## src/rtl/ast_packet_arbiter.sv

```systemverilog
// ast_packet_arbiter: merges IN_DIRS_CNT Avalon-ST packet streams into one
// registered output stream without interleaving beats of different packets.
// Selection is round-robin (ARB_MODE=0) or fixed priority, lowest index wins
// (ARB_MODE=1). The winning input index is carried on ast_source_channel_o.
// Optional per-input packet counters: define AST_PACKET_ARBITER_STATS_EN.
//
// Handshake: a beat moves across an interface on a rising clk_i edge where
// valid and ready are both high. Sink ready depends combinationally on sink
// valid (IDLE winner selection) and on ast_source_ready_i; source valid and
// payload come straight from flops and only change when the register loads.
module ast_packet_arbiter #(
    parameter int BYTE_W      = 8,
    parameter int IN_DIRS_CNT = 4,
    parameter int AST_SYMBOLS = 1,
    parameter int AST_EMPTY_W = (AST_SYMBOLS == 1) ? 1 : $clog2(AST_SYMBOLS),
    parameter int ARB_MODE    = 0,
    parameter int CHANNEL_W   = (IN_DIRS_CNT == 1) ? 1 : $clog2(IN_DIRS_CNT)
) (
    input  logic                                      clk_i,
    input  logic                                      rst_n_i,
    input  logic [IN_DIRS_CNT*AST_SYMBOLS*BYTE_W-1:0] ast_sink_data_i,
    input  logic [IN_DIRS_CNT-1:0]                    ast_sink_valid_i,
    output logic [IN_DIRS_CNT-1:0]                    ast_sink_ready_o,
    input  logic [IN_DIRS_CNT*AST_EMPTY_W-1:0]        ast_sink_empty_i,
    input  logic [IN_DIRS_CNT-1:0]                    ast_sink_startofpacket_i,
    input  logic [IN_DIRS_CNT-1:0]                    ast_sink_endofpacket_i,
    output logic [AST_SYMBOLS*BYTE_W-1:0]             ast_source_data_o,
    output logic                                      ast_source_valid_o,
    input  logic                                      ast_source_ready_i,
    output logic [AST_EMPTY_W-1:0]                    ast_source_empty_o,
    output logic                                      ast_source_startofpacket_o,
    output logic                                      ast_source_endofpacket_o,
    output logic [CHANNEL_W-1:0]                      ast_source_channel_o
`ifdef AST_PACKET_ARBITER_STATS_EN
    ,
    input  logic                                      stats_clear_i,
    output logic [IN_DIRS_CNT*32-1:0]                 stats_pkt_cnt_o
`endif
);

    localparam int DATA_W = AST_SYMBOLS * BYTE_W;

    typedef enum logic [0:0] {
        ST_IDLE   = 1'b0,
        ST_LOCKED = 1'b1
    } state_t;

    state_t                 state_q, state_d;
    logic [CHANNEL_W-1:0]   grant_q, grant_d;
    logic [CHANNEL_W-1:0]   rr_ptr_q, rr_ptr_d;
    logic                   run_q;

    logic [DATA_W-1:0]      src_data_q, src_data_d;
    logic                   src_valid_q, src_valid_d;
    logic [AST_EMPTY_W-1:0] src_empty_q, src_empty_d;
    logic                   src_sop_q, src_sop_d;
    logic                   src_eop_q, src_eop_d;
    logic [CHANNEL_W-1:0]   src_chan_q, src_chan_d;

    logic                   can_load;
    logic                   sel_found;
    logic [CHANNEL_W-1:0]   sel_idx;
    logic                   cur_active;
    logic [CHANNEL_W-1:0]   cur_grant;
    logic [DATA_W-1:0]      cur_data;
    logic [AST_EMPTY_W-1:0] cur_empty;
    logic                   cur_valid;
    logic                   cur_sop;
    logic                   cur_eop;
    logic                   accept;

    assign can_load = !src_valid_q || ast_source_ready_i;

    // Pick the IDLE winner: scan upward from the pointer (or from 0 for fixed priority).
    always_comb begin : sel_proc
        logic [CHANNEL_W-1:0] idx;
        sel_found = 1'b0;
        sel_idx   = '0;
        idx       = '0;
        for (int k = 0; k < IN_DIRS_CNT; k++) begin
            if (ARB_MODE == 1) begin
                idx = CHANNEL_W'(k);
            end else begin
                idx = CHANNEL_W'((int'(rr_ptr_q) + k) % IN_DIRS_CNT);
            end
            if (!sel_found && ast_sink_valid_i[idx]) begin
                sel_found = 1'b1;
                sel_idx   = idx;
            end
        end
    end

    assign cur_active = (state_q == ST_LOCKED) || sel_found;
    assign cur_grant  = (state_q == ST_LOCKED) ? grant_q : sel_idx;

    // Route the currently granted input's beat and drive ready only to it.
    always_comb begin
        cur_data         = '0;
        cur_empty        = '0;
        cur_valid        = 1'b0;
        cur_sop          = 1'b0;
        cur_eop          = 1'b0;
        ast_sink_ready_o = '0;
        for (int i = 0; i < IN_DIRS_CNT; i++) begin
            if (cur_grant == CHANNEL_W'(i)) begin
                cur_data  = ast_sink_data_i[i*DATA_W +: DATA_W];
                cur_empty = ast_sink_empty_i[i*AST_EMPTY_W +: AST_EMPTY_W];
                cur_valid = ast_sink_valid_i[i];
                cur_sop   = ast_sink_startofpacket_i[i];
                cur_eop   = ast_sink_endofpacket_i[i];
                ast_sink_ready_o[i] = run_q && can_load && cur_active;
            end
        end
    end

    assign accept = run_q && can_load && cur_active && cur_valid;

    // Grant FSM: lock onto a packet at its first accepted beat, release at its EOP.
    always_comb begin
        state_d  = state_q;
        grant_d  = grant_q;
        rr_ptr_d = rr_ptr_q;
        if (accept) begin
            if (cur_eop) begin
                state_d  = ST_IDLE;
                rr_ptr_d = CHANNEL_W'((int'(cur_grant) + 1) % IN_DIRS_CNT);
            end else begin
                state_d  = ST_LOCKED;
                grant_d  = cur_grant;
            end
        end
    end

    // Output register: load on acceptance, drop valid once the held beat drains.
    always_comb begin
        src_data_d  = src_data_q;
        src_valid_d = src_valid_q;
        src_empty_d = src_empty_q;
        src_sop_d   = src_sop_q;
        src_eop_d   = src_eop_q;
        src_chan_d  = src_chan_q;
        if (can_load) begin
            src_valid_d = accept;
            if (accept) begin
                src_data_d  = cur_data;
                src_empty_d = cur_empty;
                src_sop_d   = cur_sop;
                src_eop_d   = cur_eop;
                src_chan_d  = cur_grant;
            end
        end
    end

    // State, pointer and output flops; run_q holds everything off until the first edge after reset.
    always_ff @(posedge clk_i or negedge rst_n_i) begin
        if (!rst_n_i) begin
            state_q     <= ST_IDLE;
            grant_q     <= '0;
            rr_ptr_q    <= '0;
            run_q       <= 1'b0;
            src_data_q  <= '0;
            src_valid_q <= 1'b0;
            src_empty_q <= '0;
            src_sop_q   <= 1'b0;
            src_eop_q   <= 1'b0;
            src_chan_q  <= '0;
        end else begin
            state_q     <= state_d;
            grant_q     <= grant_d;
            rr_ptr_q    <= rr_ptr_d;
            run_q       <= 1'b1;
            src_data_q  <= src_data_d;
            src_valid_q <= src_valid_d;
            src_empty_q <= src_empty_d;
            src_sop_q   <= src_sop_d;
            src_eop_q   <= src_eop_d;
            src_chan_q  <= src_chan_d;
        end
    end

    assign ast_source_data_o          = src_data_q;
    assign ast_source_valid_o         = src_valid_q;
    assign ast_source_empty_o         = src_empty_q;
    assign ast_source_startofpacket_o = src_sop_q;
    assign ast_source_endofpacket_o   = src_eop_q;
    assign ast_source_channel_o       = src_chan_q;

`ifdef AST_PACKET_ARBITER_STATS_EN
    logic [IN_DIRS_CNT*32-1:0] pkt_cnt_q, pkt_cnt_d;

    // Per-input saturating packet counters; clear beats a same-cycle increment.
    always_comb begin
        pkt_cnt_d = pkt_cnt_q;
        for (int i = 0; i < IN_DIRS_CNT; i++) begin
            if (stats_clear_i) begin
                pkt_cnt_d[i*32 +: 32] = '0;
            end else if (accept && cur_eop && (cur_grant == CHANNEL_W'(i)) &&
                         (pkt_cnt_q[i*32 +: 32] != 32'hFFFF_FFFF)) begin
                pkt_cnt_d[i*32 +: 32] = pkt_cnt_q[i*32 +: 32] + 32'd1;
            end
        end
    end

    // Counter flops.
    always_ff @(posedge clk_i or negedge rst_n_i) begin
        if (!rst_n_i) begin
            pkt_cnt_q <= '0;
        end else begin
            pkt_cnt_q <= pkt_cnt_d;
        end
    end

    assign stats_pkt_cnt_o = pkt_cnt_q;
`endif

endmodule

```

## config.mk

```make
export PLATFORM = sky130hd
export DESIGN_NAME = ast_packet_arbiter
export DESIGN_NICKNAME = d
export VERILOG_FILES = /design/src/rtl/ast_packet_arbiter.sv
export SDC_FILE = /design/constraint.sdc
export NUM_CORES = 1
export LEC_CHECK = 0
export ABC_AREA = 1
export CAP_MARGIN = 30
export CELL_PAD_IN_SITES_DETAIL_PLACEMENT = 1
export CELL_PAD_IN_SITES_GLOBAL_PLACEMENT = 2
export CORE_ASPECT_RATIO = 1.4
export CORE_UTILIZATION = 31
export DETAILED_ROUTE_END_ITERATION = 6
export DONT_BUFFER_PORTS = 1
export PLACE_DENSITY_LB_ADDON = 0.1
export SETUP_SLACK_MARGIN = 0.02
export SLEW_MARGIN = 40
export SYNTH_ARGS = -nofsm -noshare
export SYNTH_HDL_FRONTEND = slang
export SYNTH_SLANG_ARGS = --single-unit
export TNS_END_PERCENT = 1
```

## constraint.sdc

```tcl
create_clock -name clk_i -period 2.76 [get_ports clk_i]
set_input_delay 0.552 -clock clk_i [delete_from_list [all_inputs] [get_ports clk_i]]
set_output_delay 0.552 -clock clk_i [all_outputs]
set_load 0.03 [all_outputs]
```

==> flow_summary.ini <==
[clocking]
cts_buffers = 3
clk_path_buf_depth = 2
cts_root_buf = clkbuf_8
htreeDepth = 1
cts_tree = built
clkLatencyLatePin_ps = 260
clkSinkCount = 20
clk_pin_slew_ps = 70

[sta]
slew_viol_final = 0
setup_viol = 4
fin_crit_ps = 2859
rsz0062_at_grt = yes
fin_skew_ps = 4.664
hold_violations = 0
max_freq_mhz = 349.7
fin_crit_sh_pct = 103.6
fin_ws_ps = -99.36

[global_route]
grt_pass1_wl_mm = 8.128
grt_pass1_vias = 1788
grtUsageTotal_pct = 20.54
grt_start_max_net_pins = 22
antenna_found_initial = 0
gr-total-overflow = 0

[job]
maxCapViolations = 0

[floorplan]
dieHeight_um = 85.57
start_util_pct = 32.19
rows = 30
io_pins = 69
die_w_um = 61.70
core_area_um2 = 4805
die_area_um2 = 5279

[worst_hold_path]
hold_class = in2async

[logic_synthesis]
ys_top_cells_by_area = dfrtp_1 32%, nand2_1 27%, o21ai_0 7.8%
yosysTopAreaCellShare_pct = 32.36
ys_warn_count = 0
netlist_top_cells_count = 113 x nand2_1, 24 x o21ai_0, 20 x dfrtp_1, 20 x nand3_1, 17 x inv_1
synthArstFlopShare_pct = 100.0
yosys_most_used_dff = dfrtp_1
synth_area_per_cell_um2 = 6.211
synth_fp_nets = 304
yosysSeqAreaShare_pct = 32.36
synth_cell_types = 22
synth.ff_latch_count = 20
syn_area_um2 = 1546
syn_inst = 249
synth_edf_count = 0
post-synth-top-count-cell = nand2_1
yosysTopAreaCell = dfrtp_1

[detailed_routing]
drc = 2
wirelength_mm = 5.461
drt_first_iter_violations = 41
routed-via-count = 1757
via_per_inst = 5.006
ant_nets = 0
routedWlPerCell_um = 15.56
dr.pass1.iters = 6

[layout]
final_cells = 351
drive_above_1_share_pct = 40.07
nNetsFinal = 343
fin_area_um2 = 2308
diodes = 0
syn_to_final_growth_pct = 49.27

[setup_path]
crit_path_max_fanout = 6
path_class = reg2out
crit_path_end_kind = primary output
start_kind = flop
worstPathRequired_ps = 2210
cp.arrival_ps = 2310

[run_status]
status = complete, but fails checks
failed_checks = DRC, setup timing

[placement]
place_area_um2 = 1790
place.gp.congestion = 0.7605
numPortBuffers = 0
dp_cells = 332
place_hpwl_mm = 3.955

[power_and_ir_drop]
power.leakage_nw = 1.157
ir_worst_vdd_v = 0.0006228
power.density_nw_per_um2 = 1592
worst paths after layout:
| check | startpoint | slack [ps] | cells after the start | to |
|---|---|---|---|---|
| max | rr_ptr_q[0]$_DFFE_PN0P_ | -100 | 16 | ast_sink_ready_o[3] |
| min | rst_n_i | 230 | 1 | ast_source_channel_o[0]$_DFFE_PN0P_ |
| max reg2reg | rr_ptr_q[0]$_DFFE_PN0P_ | 110 | 22 | ast_source_data_o[6]$_DFFE_PN0P_ |
| min reg2reg | grant_q[0]$_DFFE_PN0P_ | 490 | 2 | grant_q[0]$_DFFE_PN0P_ |
| max in group asynchronous | rst_n_i | 2180 | 1 | rr_ptr_q[0]$_DFFE_PN0P_ |
| min in group clk_i | ast_source_ready_i | 380 | 1 | ast_source_valid_o$_DFFE_PN0N_ |
cells by family after synthesis:
kind of cell / share of synthesized area (%)
adders and majority gates: 3.236
buffers and inverters: 8.495
and+or+nand+nor: 42.88
other: 0.2425
DFF: 32.36
AOI/OAI and AO/OA: 12.78
report_power, final:
group	total, mW	leakage, nW	switching (mW)	internal [mW]
logic	2.75	0.880	1.57	1.18
clock network	0.223	0.0288	0.0956	0.127
registers	0.706	0.249	0.286	0.421
worst max-delay path: stages, from the launching register on:
cell and delay (ps):
dfrtp_2 520, buf_6 160, nand2_4 50, nand2_4 60, nand2_2 60, buf_4 130, nand2_1 70, nand2_1 70
nand2_2 70, nor2_2 50, nor2_4 120, buf_6 140, ha_4 150, inv_4 30, buf_6 110, nor2_4 110
buf_6 140
repair_timing:
action	CTS	global route
resized for setup	45	60
endpoints found under the hold margin	20	0
setup endpoints to repair	23	23
pin swaps	17	28
hold buffers	1	0
setup buffers	7	7
through the flow:
stage               hold slack, ps  util (%)  total power [mW]  setup TNS (ps)  worst slack [ps]
floorplan                    256.4         -             1.972          -64.26            -49.83
global placement             256.8     37.27             2.659          -441.0            -79.88
detailed placement           256.7     37.27             2.681           -1399            -105.6
CTS                          377.3     42.79             3.273          -413.2            -101.5
global route                 272.8     48.05             3.988           -1047            -223.1
finish                       232.7     48.05             3.676          -319.6            -99.36
cells in the final DEF, fill, tap and decap left out, types with 8 or more instances in the layout:
master   netlist  routed
buf_6          2      11
o21ai_0       24      19
nand2_2        2      13
dfrtp_1       20      18
nand2_1      113      89
nand2_4        1      14
nand3_2        2       8
nand3_1       20      13
inv_1         17       9
buf_4          1      30
a21oi_1       14      11
final cells by class:
type | instances | area (µm²)
Clock buffer | 4 | 55.05
Fill cell | 641 | 2496
Inverter | 20 | 95.09
Multi-Input combinational cell | 199 | 1186
Sequential cell | 20 | 503.0
Tap cell | 64 | 80.08
Timing Repair Buffer | 44 | 389.1
registers in the layout (all words and copies together) (netlist names):
signal / cells
ast_source_channel_o: 2
ast_source_endofpacket_o: 1
ast_source_data_o: 8
rr_ptr_q: 2
run_q: 1
grant_q: 2
ast_source_startofpacket_o: 1
state_q: 1
ast_source_empty_o: 1
ast_source_valid_o: 1
metal layers:
layer  vias to the layer above  wire length (µm)  track usage [%]
li1                        863                 -                -
met1                       844              2152            23.82
met2                        43              3122            39.00
met3                         7               141            3.771
met4                         0                44            1.616
met5                         -                 0                0
Power figures use the tool's default switching activity.
